### src/rtl/wb_stage.sv
// Writeback stage: merges ALU results and FIFO-buffered load returns into the
// register-file write port, and tracks which registers are waiting on load data.
module wb_stage #(
    parameter int LDQ_DEPTH = 4,
    parameter int CNT_W     = 3
) (
    input  logic        i_clk,
    input  logic        i_rst,
    input  logic        i_clk_en,
    input  logic        i_alu_valid,
    input  logic [3:0]  i_alu_waddr,
    input  logic [3:0]  i_alu_wen,
    input  logic [31:0] i_alu_data,
    input  logic        i_ld_valid,
    output logic        o_ld_ready,
    input  logic [3:0]  i_ld_waddr,
    input  logic [1:0]  i_ld_size,
    input  logic        i_ld_sext,
    input  logic [1:0]  i_ld_boff,
    input  logic [31:0] i_ld_data,
    input  logic        i_ld_issue,
    input  logic [3:0]  i_ld_issue_addr,
    output logic [15:0] o_pend,
    output logic [3:0]  o_waddr,
    output logic [3:0]  o_wen,
    output logic        o_cs_b,
    output logic [31:0] o_din
);
    localparam int PTR_W = (LDQ_DEPTH > 1) ? $clog2(LDQ_DEPTH) : 1;

    typedef struct packed {
        logic [3:0]  waddr;
        logic [1:0]  size;
        logic        sext;
        logic [1:0]  boff;
        logic [31:0] data;
    } ld_entry_t;

    ld_entry_t        fifo_mem [LDQ_DEPTH];
    logic [PTR_W-1:0] rd_ptr_reg, wr_ptr_reg;
    logic [CNT_W-1:0] count_reg, count_next;
    logic [15:0]      pend_reg, pend_next;
    logic [3:0]       waddr_reg, waddr_next;
    logic [3:0]       wen_reg, wen_next;
    logic             cs_b_reg, cs_b_next;
    logic [31:0]      din_reg, din_next;

    ld_entry_t  ld_in, ld_head, ld_sel;
    logic       ld_accept, fifo_empty, do_push, do_pop, do_bypass, ld_wb;

    // Raw memory word to right-aligned, extended 32-bit value.
    function automatic logic [31:0] align_load(input ld_entry_t e);
        logic [7:0]  b;
        logic [15:0] h;
        b = e.data[8*e.boff +: 8];
        h = e.boff[1] ? e.data[31:16] : e.data[15:0];
        case (e.size)
            2'b00:   align_load = {{24{e.sext & b[7]}}, b};
            2'b01:   align_load = {{16{e.sext & h[15]}}, h};
            default: align_load = e.data;
        endcase
    endfunction

    assign ld_in      = '{waddr: i_ld_waddr, size: i_ld_size, sext: i_ld_sext,
                          boff: i_ld_boff, data: i_ld_data};
    assign ld_head    = fifo_mem[rd_ptr_reg];
    assign o_ld_ready = (count_reg < CNT_W'(LDQ_DEPTH));
    assign fifo_empty = (count_reg == '0);
    assign ld_accept  = i_ld_valid & o_ld_ready & i_clk_en;

    always_comb begin
        do_pop     = 1'b0;
        do_bypass  = 1'b0;
        ld_sel     = ld_head;
        waddr_next = waddr_reg;
        wen_next   = 4'b0000;
        cs_b_next  = 1'b1;
        din_next   = din_reg;
        if (i_alu_valid) begin
            waddr_next = i_alu_waddr;
            wen_next   = i_alu_wen;
            cs_b_next  = 1'b0;
            din_next   = i_alu_data;
        end else if (!fifo_empty) begin
            do_pop = 1'b1;
        end else if (ld_accept) begin
            do_bypass = 1'b1;
            ld_sel    = ld_in;
        end
        ld_wb = do_pop | do_bypass;
        if (ld_wb) begin
            waddr_next = ld_sel.waddr;
            wen_next   = 4'b1111;
            cs_b_next  = 1'b0;
            din_next   = align_load(ld_sel);
        end
        do_push = ld_accept & ~do_bypass;

        count_next = count_reg;
        if (do_push && !do_pop)
            count_next = count_reg + 1'b1;
        else if (do_pop && !do_push)
            count_next = count_reg - 1'b1;

        // Clear first so a same-cycle re-issue of the register wins.
        pend_next = pend_reg;
        if (ld_wb)
            pend_next[ld_sel.waddr] = 1'b0;
        if (i_ld_issue)
            pend_next[i_ld_issue_addr] = 1'b1;
    end

    always_ff @(posedge i_clk) begin
        if (i_rst) begin
            rd_ptr_reg <= '0;
            wr_ptr_reg <= '0;
            count_reg  <= '0;
            pend_reg   <= '0;
            waddr_reg  <= '0;
            wen_reg    <= '0;
            cs_b_reg   <= 1'b1;
            din_reg    <= '0;
        end else if (i_clk_en) begin
            if (do_push)
                wr_ptr_reg <= wr_ptr_reg + 1'b1;
            if (do_pop)
                rd_ptr_reg <= rd_ptr_reg + 1'b1;
            count_reg <= count_next;
            pend_reg  <= pend_next;
            waddr_reg <= waddr_next;
            wen_reg   <= wen_next;
            cs_b_reg  <= cs_b_next;
            din_reg   <= din_next;
        end
    end

    // Storage has no reset; occupancy is governed solely by the pointers.
    always_ff @(posedge i_clk) begin
        if (!i_rst && do_push)
            fifo_mem[wr_ptr_reg] <= ld_in;
    end

    assign o_pend  = pend_reg;
    assign o_waddr = waddr_reg;
    assign o_wen   = wen_reg;
    assign o_cs_b  = cs_b_reg;
    assign o_din   = din_reg;
endmodule

### config.mk
export PLATFORM = sky130hd
export DESIGN_NAME = wb_stage
export DESIGN_NICKNAME = d
export VERILOG_FILES = /design/src/rtl/wb_stage.sv
export SDC_FILE = /design/constraint.sdc
export NUM_CORES = 1
export LEC_CHECK = 0
export BUFFER_PORTS_ARGS = -buffer_cell sky130_fd_sc_hd__buf_2
export CORE_ASPECT_RATIO = 1.5
export CORE_MARGIN = 2
export CORE_UTILIZATION = 45
export CTS_CLUSTER_DIAMETER = 60
export DETAILED_ROUTE_END_ITERATION = 16
export MAX_ROUTING_LAYER = met4
export PLACE_DENSITY = 0.73
export SLEW_MARGIN = 20
export SYNTH_ARGS = -nofsm -noshare
export SYNTH_HDL_FRONTEND = slang
export SYNTH_SLANG_ARGS = --single-unit
### constraint.sdc
create_clock -name i_clk -period 2.75 [get_ports i_clk]
set_clock_uncertainty 0.15 [all_clocks]
set_input_delay 0.1375 -clock i_clk [delete_from_list [all_inputs] [get_ports i_clk]]
set_output_delay 0.1375 -clock i_clk [all_outputs]
set_load 0.05 [all_outputs]
* After elaboration in Yosys (flattened, before gate mapping)
Memory sizes are Yosys's and may differ from the RTL's. A register that Yosys moved wholly into a read port is not among the register bits. Cells that the tools add are included.
Storage, ports and cells: register bits 64, output and inout bits 58, bits in writable memories 164, input port bits 91, word-level logic and storage cells 76, memories 1
Memories:
- fifo_mem | depth 4, width 41, read ports 1, clocked after memory_dff 1, wr ports 1, line 39 | ld_entry_t fifo_mem [LDQ_DEPTH];
Operators by class: shifts and indexed selects 1, add/sub/neg operators 4, order comparisons 5, reduce and logical (&&, ||, !) cells 16, mux-type cells 30, bitwise gates (word level) 10, eq/ne operators 1
Operators by type and width (count):
- $mux W41 | 3
- $mux W32 | 2
- $pmux W32 S2 | 1
- $mux W16 | 3
- $shiftx A32 B6 Y8 | 1
- $and A16 B16 Y16 | 1
- $mux W4 | 4
- $not A16 Y16 | 1
- $or A16 B16 Y16 | 1
- $mux W1 | 11
- $lt A4 B5 Y1 const B | 2
- $demux W1 S4 | 2
- $ge A4 B1 Y1 const B | 2
- $reduce_and A2 Y1 | 4
- $mux W3 | 2
- $and A1 B1 Y1 | 5
- $logic_and A1 B1 Y1 | 5
- $add A2 B1 Y2 const B | 2
- $mux W2 | 2
- $reduce_bool A2 Y1 | 2
- $add A3 B1 Y3 const B | 1
- $logic_not A1 Y1 | 3
- $logic_not A3 Y1 | 1
- $lt A3 B3 Y1 const B | 1
- other kinds (5) | 5

* Depth between registers and ports, before layout
Gate-level depths: netlist (run 1).
word-level depth 15, mapped depth 10, mapped depth without buffers 9

* Worst setup path after synthesis (run 1)
No wires, ideal clock.
kind register to register, from register (tool-made name), to register din_reg[6] (netlist: o_din[6]), required time 2514 ps, arrival time 2300 ps, period minus slack after synthesis 2536 ps, slack 214 ps, setup time 86 ps, buffers on the path 1, stages on the path, launching flop included 8, path through dfxtp_1 > buf_6 > mux4_2 > a21boi_4 > nor2_1 > mux2_2 > a221o_1 > a211oi_1
RTL lines:
- end signal, assigned | line 133 | din_reg <= din_next;
- end, declared | line 46 | logic [31:0] din_reg, din_next;

==> results.sh, run 1 <==
export IMPL_avgSynthCellArea_sq_um=13.2
export IMPL_endpoint_kind="register"
export IMPL_first_global_vias=8084
export IMPL_grt_first_pass_wirelength_um=45400
export IMPL_syn_area_sq_um=10400
export IMPL_largest_register_ffs=164
export IMPL_top_layer_used="met4"
export IMPL_synth_compound_area_share_pct=13.9
export IMPL_hp_start="i_clk_en"
export IMPL_total_power_uw=9130
export IMPL_reg2reg_slack_ns=0.11
export IMPL_synth_top_family_by_area="compound AO/OA/AOI/OAI gates"
export IMPL_antenna_found_initial=0
export IMPL_status="finished, final reports clean"
export IMPL_critPathSlowestCell="mux4_2"
export IMPL_die_width_um=128
export IMPL_ant_nets=0
export IMPL_hold_end="o_cs_b"
export IMPL_fill_cells=1810
export IMPL_path_buf_inv=2
export IMPL_p_leak_uw=0.00495
export IMPL_rr_worst_depth=8
export IMPL_cts_root_buf="clkbuf_16"
export IMPL_crit_family="compound AO/OA/AOI/OAI gates"
export IMPL_r2r_end="o_din[15]"
export IMPL_yosys_area_top_type="edfxtp_1"
export IMPL_crit_fanout=9
export IMPL_post_route_cell_area_sq_um=13400
export IMPL_largest_register="fifo_mem"
export IMPL_synth_distinct_cells=64
export IMPL_grt_max_degree=57
export IMPL_met2_length_um=15400
export IMPL_rsz0062_at_grt="yes"
export IMPL_via_per_inst=5.98
export IMPL_core_sq_um=22900
export IMPL_numPortBuffers=148
export IMPL_synthAdderAreaFrac_pct=0.795
export IMPL_pre_cts_ws_ns=-0.0319
export IMPL_ys_top_cells_by_area="edfxtp_1 (47%), dfxtp_1 (13%), mux4_2 (8.9%), nand2_1 (2.9%), mux2i_1 (2.2%)"
export IMPL_nNetsFinal=1170
export IMPL_initial_core_util_pct=45.4
export IMPL_cpPeakStageDelay_ns=0.56
export IMPL_synth_xor_area_share_pct=0.506
export IMPL_die_area_sq_um=24300
export IMPL_setup_tns_ns=0
export IMPL_synthCells=789
export IMPL_crit_chain="mux4_2 -> buf_4 -> o21ai_0 -> nand2_1 -> buf_4 -> o21ai_0 -> o31a_1 -> o211ai_1"
export IMPL_grtUsageTotal_pct=25.2
export IMPL_synth_edf_count=164
export IMPL_syn_nets=886
export IMPL_synthSimpleGateAreaFrac_pct=9.73
export IMPL_hold_class="in2reg"
export IMPL_finalCriticalPeriod_ns=2.64
export IMPL_regArea_sq_um=6250
export IMPL_cp_required_ns=2.99
export IMPL_routabilityCongestion=1.05
export IMPL_drt_pre_antenna_iters=5
export IMPL_layout_drive_gt1_share_pct=30.3
export IMPL_areaGrowthSynthToFinish_pct=28.9
export IMPL_final_cell_mix="edfxtp_1 (164), buf_2 (148), dlygate4sd3_1 (96)"
export IMPL_ys_warn_count=0
export IMPL_ys_ff_latch=230
export IMPL_dp_hpwl_um=21000
export IMPL_post_drt_wl_per_cell_um=22.1
export IMPL_synth_area_mux_share_pct=12.5
export IMPL_slew_headroom_pct=54.4
export IMPL_drt_initial_drc_count=799
export IMPL_numCtsBuffers=21
export IMPL_wl_met3_um=1940
export IMPL_cts_sinks=230
export IMPL_grt_overflow_total=0
export IMPL_max_freq_ghz=0.379
export IMPL_clk_latency_ns=0.51
export IMPL_hold_viol_final=0
export IMPL_synth_top_cell_area_share_pct=47.4
export IMPL_num_antenna_cells=0
export IMPL_synthFlopType="edfxtp_1"
export IMPL_vias=8167
export IMPL_worst_ep_arrival_time_ns=2.88
export IMPL_worst_slack_ns=0.109
export IMPL_placed_cell_area_sq_um=11800
export IMPL_mostFrequentLayoutCell="edfxtp_1"
export IMPL_holdPathStages=4
export IMPL_drt_total_wl_um=30100
export IMPL_finalSetupViolCount=0
export IMPL_vdd_ir_drop_max_mv=0.511
export IMPL_p_per_area_nw_per_um2=682
export IMPL_num_rows=68
export IMPL_boundaryPins=149
export IMPL_max_cap_viol_count=0
export IMPL_period_share_pct=96.0
export IMPL_drc=0
export IMPL_slew_violations=0
export IMPL_critPathKind="reg2reg"
export IMPL_cts_tree="done"
export IMPL_synthArstFlopShare_pct=0
export IMPL_die_h_um=190
export IMPL_htreeDepth=1
export IMPL_multi_input_area_sq_um=3940
export IMPL_wl_met1_um=11300
export IMPL_clk_pin_slew_ns=0.07
export IMPL_cts_buffer_depth=3
export IMPL_worstSetupStartpointType="register"
export IMPL_ys_seq_area_share_pct=60.1
export IMPL_worstMarginPinSlew_ns=0.685
## tightest hold or removal path, stage by stage
cell      delay [ns]
buf_2           0.13
buf_4           0.20
nor2_1          0.11
o21bai_1        0.06
## layout make-up
class | instances | share of cell area, %
Clock buffer | 22 | 3.95
Sequential cell | 230 | 46.7
Multi-Input combinational cell | 504 | 29.4
Tap cell | 280 | 2.61
Clock inverter | 14 | 0.756
Inverter | 5 | 0.140
Timing Repair Buffer | 311 | 16.5
## power by group
group | total [uW] | internal [uW] | switching, uW
Sequential | 3980 | 3860 | 116
Combinational | 2390 | 902 | 1490
Clock | 2770 | 1490 | 1270
## timing repair
item / in CTS / in global routing
setup buffers: 0 / 0
gates resized for setup: 2 / 3
setup endpoints to repair: 17 / 2
endpoints found under the hold margin: 219 / 0
hold buffers: 96 / 0
## synth_stat cells, types with 11 or more instances
master,number
nor2_1,51
a21oi_1,41
mux2i_1,23
nor3_1,21
mux4_2,41
nand3_1,18
dfxtp_1,66
nand2_1,81
clkbuf_1,30
mux2_2,12
o211ai_1,14
edfxtp_1,164
nand3b_1,11
o21ai_0,44
a211oi_1,11
buf_2,14
## through the flow
stage	std cells	util (%)	hold WS, ns
after floorplan	789	-	0.0864
after global placement	1234	51.5	0.218
after detailed placement	1234	51.5	0.223
after CTS	1366	58.5	0.00994
after global routing	1366	58.5	0.0398
final	1366	58.5	0.0342
## routing by layer
metal  vias up  track usage [%]
met4         0             11.5
met2       398             42.4
met3       102             3.21
met5         -                -
li1       3661                -
met1      4006             30.3
## kinds of logic (layout without fill, tap and decap cells)
| group | after synthesis | count (layout) |
|---|---|---|
| fa+ha+maj | 6 | 6 |
| simple gates | 217 | 217 |
| mux | 77 | 77 |
| flops | 230 | 230 |
| xor+xnor | 6 | 6 |
| buf+inv | 55 | 352 |
| compound gates | 198 | 198 |
## worst max path at each step
stage | cells past startpoint | to | from | slack, ns
after CTS | 8 | o_din[8] | register | 0.08
after global routing | 5 | o_din[25] | register | -0.01
after global placement | 7 | o_din[25] | register | 0.002
final | 8 | o_din[15] | register | 0.11
after floorplan | 7 | o_din[6] | register | 0.21
after detailed placement | 7 | o_din[28] | register | -0.03
No activity file was read; power rests on OpenSTA's default activity.
==> inputs of run 2 (changes only) <==
--- a/config.mk
+++ b/config.mk
@@ -5,14 +5,15 @@
 export SDC_FILE = /design/constraint.sdc
 export NUM_CORES = 1
 export LEC_CHECK = 0
+export ABC_AREA = 1
 export BUFFER_PORTS_ARGS = -buffer_cell sky130_fd_sc_hd__buf_2
 export CORE_ASPECT_RATIO = 1.5
 export CORE_MARGIN = 2
-export CORE_UTILIZATION = 45
+export CORE_UTILIZATION = 44
 export CTS_CLUSTER_DIAMETER = 60
 export DETAILED_ROUTE_END_ITERATION = 16
 export MAX_ROUTING_LAYER = met4
-export PLACE_DENSITY = 0.73
+export PLACE_DENSITY_LB_ADDON = 0.05
 export SLEW_MARGIN = 20
 export SYNTH_ARGS = -nofsm -noshare
 export SYNTH_HDL_FRONTEND = slang
==> run 2 against run 1 <==
Effect of this change:
- utilization fell by 1.8 points
- die area rose by 2.9%
- cell count rose by 21%
- synthesized cell count rose by 37%
==> results.sh, run 2 <==
export IMPL_status="finished, final reports clean"
export IMPL_crit_family="buffers and inverters"
export IMPL_period_share_pct=92.2
export IMPL_syn_area_sq_um=10500
export IMPL_regArea_sq_um=6250
export IMPL_placed_cell_area_sq_um=11600
export IMPL_die_area_sq_um=25100
export IMPL_reg2reg_slack_ns=0.21
export IMPL_ys_warn_count=0
export IMPL_synth_most_common_cell="nor2_1"
export IMPL_boundaryPins=149
export IMPL_avgSynthCellArea_sq_um=9.65
export IMPL_r2r_start="count_reg[0]"
export IMPL_antenna_found_initial=0
export IMPL_post_route_cell_area_sq_um=13400
export IMPL_cts_sinks=230
export IMPL_hold_class="in2reg"
export IMPL_ys_top_cells_by_area="edfxtp_1 (47%), dfxtp_1 (13%), o21ai_0 (7.3%), nor2_1 (6.1%), nand2_1 (4.7%)"
export IMPL_drt_initial_drc_count=622
export IMPL_finalSetupViolCount=0
export IMPL_p_leak_uw=0.00521
export IMPL_clk_pin_slew_ns=0.07
export IMPL_via_per_inst=5.17
export IMPL_cp_startpoint="count_reg[0]"
export IMPL_cpPeakStageDelay_ns=0.58
export IMPL_synth_edf_count=164
export IMPL_multi_input_area_sq_um=3650
export IMPL_cts_tree="done"
export IMPL_final_cell_mix="nor2_1 (167), edfxtp_1 (164), o21ai_0 (153)"
export IMPL_synthArstFlopShare_pct=0
export IMPL_grt_overflow_total=0
export IMPL_drt_pre_antenna_iters=5
export IMPL_dp_hpwl_um=19900
export IMPL_worstMarginPinSlew_ns=0.729
export IMPL_drc=0
export IMPL_crit_top_cell="nor2_2"
export IMPL_synth_distinct_cells=43
export IMPL_grtUsageTotal_pct=24.9
export IMPL_num_rows=69
export IMPL_numCtsBuffers=23
export IMPL_layout_drive_gt1_share_pct=21.1
export IMPL_yosys_top_cells_count="nor2_1 (171), edfxtp_1 (164), o21ai_0 (153), nand2_1 (132), a21oi_1 (79)"
export IMPL_cts_buffer_depth=3
export IMPL_die_width_um=130
export IMPL_synthCells=1084
export IMPL_grt_max_degree=84
export IMPL_areaGrowthSynthToFinish_pct=27.8
export IMPL_max_freq_ghz=0.394
export IMPL_slew_violations=0
export IMPL_drt_total_wl_um=29900
export IMPL_synthFlopType="edfxtp_1"
export IMPL_critPathKind="reg2reg"
export IMPL_cp_required_ns=3.06
export IMPL_worst_ep_arrival_time_ns=2.84
export IMPL_num_antenna_cells=0
export IMPL_first_global_vias=8567
export IMPL_ant_nets=0
export IMPL_cts_root_buf="clkbuf_16"
export IMPL_vdd_ir_drop_max_mv=0.500
export IMPL_setup_tns_ns=0
export IMPL_worstSetupStartpointType="register"
export IMPL_max_cap_viol_count=0
export IMPL_slew_headroom_pct=50.9
export IMPL_numPortBuffers=148
export IMPL_ys_ff_latch=230
export IMPL_post_cts_setup_buffer_count=0
export IMPL_synth_top_cell_area_share_pct=47.1
export IMPL_fill_cells=2144
export IMPL_rsz0062_at_grt="no"
export IMPL_syn_nets=1181
export IMPL_cts_resized=0
export IMPL_die_h_um=193
export IMPL_hold_viol_final=0
export IMPL_hp_start="i_alu_valid"
export IMPL_yosys_area_top_type="edfxtp_1"
export IMPL_grt_first_pass_wirelength_um=46600
export IMPL_path_buf_inv=4
export IMPL_post_drt_wl_per_cell_um=18.0
export IMPL_ys_seq_area_share_pct=59.7
export IMPL_whs_ns=0.108
export IMPL_finalCriticalPeriod_ns=2.54
export IMPL_htreeDepth=1
export IMPL_initial_core_util_pct=44.4
export IMPL_core_sq_um=23600
export IMPL_largest_register_ffs=164
export IMPL_p_per_area_nw_per_um2=677
export IMPL_clk_latency_ns=0.52
export IMPL_critPathSlowestCell="dlygate4sd3_1"
export IMPL_nNetsFinal=1419
export IMPL_vias=8576
export IMPL_largest_register="fifo_mem"
export IMPL_hold_buffers=100
export IMPL_crit_chain="nor2_2 -> nand4_2 -> buf_4 -> nand2_4 -> inv_2 -> nor2_2 -> inv_1 -> a31oi_1 -> dlygate4sd3_1"
export IMPL_routabilityCongestion=0.840
export IMPL_mostFrequentLayoutCell="nor2_1"
export IMPL_endpoint_kind="register"
export IMPL_crit_fanout=7
==> run 2: kinds of logic (layout without fill, tap and decap cells) <==
group,count (synthesis),count (layout),synth area share (%)
AO/OA/AOI/OAI,310,310,16.0
adder cells (fa/ha/maj),6,6,0.789
buffers and inverters,121,376,5.73
flip-flops,230,230,59.7
multiplexers,1,1,0.0957
AND/OR/NAND/NOR,416,416,17.6
==> run 2: cell type report <==
class	instances	area share [%]
Multi-Input combinational cell	733	27.3
Timing Repair Buffer	279	15.6
Inverter	55	1.55
Clock inverter	13	0.842
Tap cell	319	2.99
Sequential cell	230	46.7
Clock buffer	29	5.01
==> run 2: worst paths after layout <==
check                        to  cells after the start
setup / recovery       o_wen[0]                      9
hold / removal        o_din[26]                      4
setup reg to reg       o_wen[0]                      9
hold reg to reg   rd_ptr_reg[1]                      1
==> run 2: metrics by stage <==
stage / setup WS, ns / utilization, % / total power (uW) / std cells
5_1_grt: 0.0309 / 56.7 / 9420 / 1658
3_3_place_gp: 0.233 / 49.2 / 5790 / 1516
4_1_cts: 0.187 / 56.7 / 9100 / 1658
6_report: 0.214 / 56.7 / 9060 / 1658
3_5_place_dp: 0.238 / 49.2 / 5780 / 1516
2_1_floorplan: -0.534 / - / 5220 / 1084
==> run 2: where the power goes <==
group	internal, uW	total (uW)	leakage (uW)	switching [uW]
Combinational	616	1930	0.00281	1310
Sequential	3840	3900	0.00202	61.4
Clock	1840	3230	0.000380	1390
==> run 2: routing by layer <==
layer	part of all wire (%)	vias to the layer above	global-route usage (%)
met3	5.0	41	3.27
met4	2.0	0	7.36
met1	44	4057	32.0
met2	49	243	41.2
met5	0	-	-
li1	-	4235	-
==> run 2: tightest hold or removal path, cell delays in order <==
cell and delay (ns):
buf_2 0.16, o21ai_2 0.11, inv_2 0.22, a21oi_1 0.10
==> inputs of run 3 (changes only) <==
--- a/config.mk
+++ b/config.mk
@@ -6,12 +6,12 @@
 export NUM_CORES = 1
 export LEC_CHECK = 0
 export ABC_AREA = 1
-export BUFFER_PORTS_ARGS = -buffer_cell sky130_fd_sc_hd__buf_2
 export CORE_ASPECT_RATIO = 1.5
 export CORE_MARGIN = 2
 export CORE_UTILIZATION = 44
 export CTS_CLUSTER_DIAMETER = 60
 export DETAILED_ROUTE_END_ITERATION = 16
+export DONT_BUFFER_PORTS = 1
 export MAX_ROUTING_LAYER = met4
 export PLACE_DENSITY_LB_ADDON = 0.05
 export SLEW_MARGIN = 20
==> run 3 against run 2 <==
Effect of this change:
- the flow now finishes with violations (negative hold slack)
- worst hold slack lost 0.12 ns
- register-to-register slack lost 0.04 ns
- global-route usage shrank 0.55 points
- setup slack lost 0.040 ns
- sequential power is 7.4% higher
- critical path type unchanged
- critical endpoint is now o_pend[5]
- largest power group unchanged
- highest routed layer unchanged
==> results.sh, run 3 (synthesis results as in run 2) <==
export IMPL_status="finished, violations left"
export IMPL_violations="negative hold slack"
export IMPL_cts_buffer_depth=3
export IMPL_largest_register_ffs=164
export IMPL_antenna_found_initial=0
export IMPL_grt_max_degree=67
export IMPL_r2r_end="o_pend[5]"
export IMPL_finalCriticalPeriod_ns=2.58
export IMPL_slew_violations=0
export IMPL_largest_register="fifo_mem"
export IMPL_drt_total_wl_um=30200
export IMPL_grt_overflow_total=0
export IMPL_cpPeakStageDelay_ns=0.58
export IMPL_mostFrequentLayoutCell="nor2_1"
export IMPL_regArea_sq_um=6250
export IMPL_comb_power_share_pct=17.1
export IMPL_die_h_um=193
export IMPL_layout_drive_gt1_share_pct=11.2
export IMPL_cts_root_buf="clkbuf_16"
export IMPL_max_cap_viol_count=0
export IMPL_dp_hpwl_um=18500
export IMPL_htreeDepth=1
export IMPL_cts_tree="done"
export IMPL_drt_initial_drc_count=470
export IMPL_period_share_pct=93.7
export IMPL_clk_pin_slew_ns=0.06
export IMPL_vias=8121
export IMPL_power_switching_share_pct=30.0
export IMPL_numPortBuffers=0
export IMPL_internal_power_uw=6250
export IMPL_numCtsBuffers=24
export IMPL_drc=0
export IMPL_p_leak_uw=0.00460
export IMPL_slew_headroom_pct=56.6
export IMPL_die_width_um=130
export IMPL_p_per_area_nw_per_um2=702
export IMPL_grtUsageTotal_pct=24.3
export IMPL_critPathKind="reg2reg"
export IMPL_hold_end="o_pend[13]"
export IMPL_crit_family="buffers and inverters"
export IMPL_vdd_ir_drop_max_mv=0.497
export IMPL_critPathSlowestCell="dlygate4sd3_1"
export IMPL_hold_class="in2reg"
export IMPL_path_buf_inv=3
export IMPL_clkPwrFrac_pct=35.9
export IMPL_die_area_sq_um=25100
export IMPL_clk_latency_ns=0.51
export IMPL_instances_no_fill=1511
export IMPL_first_global_vias=8007
export IMPL_via_per_inst=5.37
export IMPL_core_sq_um=23600
export IMPL_initial_core_util_pct=44.4
export IMPL_crit_chain="nor2_4 -> nand4_4 -> buf_12 -> o211ai_1 -> o21ai_2 -> inv_1 -> nand2_2 -> o21ai_1 -> a21oi_1 -> dlygate4sd3_1"
export IMPL_ant_nets=0
export IMPL_worstSetupStartpointType="register"
export IMPL_place_inst=1364
export IMPL_hold_viol_final=1
export IMPL_endpoint_kind="register"
export IMPL_use_met3_pct=4.55
export IMPL_r2r_start="count_reg[0]"
export IMPL_fill_cells=2116
export IMPL_p_switching_uw=2680
export IMPL_drt_pre_antenna_iters=5
export IMPL_final_cell_mix="nor2_1 (167), edfxtp_1 (164), o21ai_0 (151)"
export IMPL_cp_required_ns=3.00
export IMPL_top_usage_layer="met2"
export IMPL_reg2reg_slack_ns=0.17
export IMPL_boundaryPins=149
export IMPL_total_power_uw=8930
export IMPL_grt_use_met2_pct=40.3
export IMPL_hp_start="i_ld_issue_addr[1]"
export IMPL_areaGrowthSynthToFinish_pct=21.5
export IMPL_rr_worst_depth=10
export IMPL_cts_sinks=230
export IMPL_post_drt_wl_per_cell_um=20.0
export IMPL_num_rows=69
export IMPL_max_freq_ghz=0.388
export IMPL_nNetsFinal=1271
export IMPL_holdPathStages=4
export IMPL_worstMarginPinSlew_ns=0.650
export IMPL_pwr_share_seq_pct=46.9
export IMPL_crit_fanout=28
export IMPL_grt_use_met1_pct=30.9
export IMPL_routabilityCongestion=0.840
export IMPL_grt_first_pass_wirelength_um=45400
export IMPL_worst_ep_arrival_time_ns=2.83
export IMPL_num_antenna_cells=0
export IMPL_finalSetupViolCount=0
export IMPL_multi_input_area_sq_um=3670
export IMPL_whs_ns=-0.00748
run 3: cell types whose count changed in the layout (fill, tap and decap cells not counted), moves of 3 or more:
cell / before / now
clkbuf_1: 0 / 9
buf_4: 22 / 17
clkbuf_8: 5 / 2
buf_2: 148 / 1
clkinvlp_4: 4 / 0
clkbuf_16: 24 / 28
run 3: worst max-delay path by stage:
| stage | startpoint | to | cells after the start | slack, ns |
|---|---|---|---|---|
| final | count_reg[0] | o_pend[5] | 10 | 0.17 |
| after global routing | count_reg[0] | o_pend[5] | 10 | -0.0006 |
| after floorplan | count_reg[2] | fifo_mem[0][0] | 7 | -0.53 |
| after CTS | count_reg[0] | o_pend[1] | 9 | 0.03 |
| after global placement | count_reg[0] | o_din[14] | 10 | 0.36 |
| after detailed placement | count_reg[0] | o_din[26] | 10 | 0.36 |
run 3: stage by stage:
step	setup slack, ns	instance area, sq um	utilization, %	TNS, ns	hold WS, ns
after floorplan	-0.534	10500	-	-87.65	0.0864
after global placement	0.363	10800	46.0	0	0.0612
after detailed placement	0.357	10800	46.0	0	0.0618
after CTS	0.0296	12600	53.4	0	0.000587
after global routing	-0.000625	12700	53.9	-0.000625	0.0361
final	0.174	12700	53.9	0	-0.00748
run 3: repair_timing:
action                                  4_1_cts  5_1_grt
hold buffers                                 97        3
gates resized for setup                       0       13
endpoints found under the setup margin        0        3
buffers inserted                              0        1
endpoints found under the hold margin       229        7
run 3: power groups by stage:
stage / combinational, uW / clock, uW / sequential (uW)
after detailed placement: 1350 / 0 / 4260
final: 1530 / 3210 / 4190
after floorplan: 992 / 0 / 4230
after global placement: 1340 / 0 / 4260
after global routing: 1700 / 3390 / 4200
after CTS: 1500 / 3270 / 4180
run 3: tightest hold or removal path, delay by kind of cell:
family | cells | cell delay [ns]
buf+inv | 2 | 0.32
compound gates | 1 | 0.06
simple gates | 1 | 0.09
run 3: area by class of cell:
type,instances,share of cell area [%]
flip-flops and latches,230,49.2
multi-input cells,733,28.9
clock inverters,7,0.512
repair buffers,130,11.0
well taps,319,3.14
clock buffers,37,5.60
inverters,55,1.67
run 3: per-layer routing:
layer / share of wire [%] / vias to the layer above / routed length, um
li1: - / 3950 / -
met1: 42 / 3839 / 12600
met2: 49 / 296 / 14800
met3: 7.2 / 36 / 2160
met4: 1.8 / 0 / 534
met5: 0 / - / 0
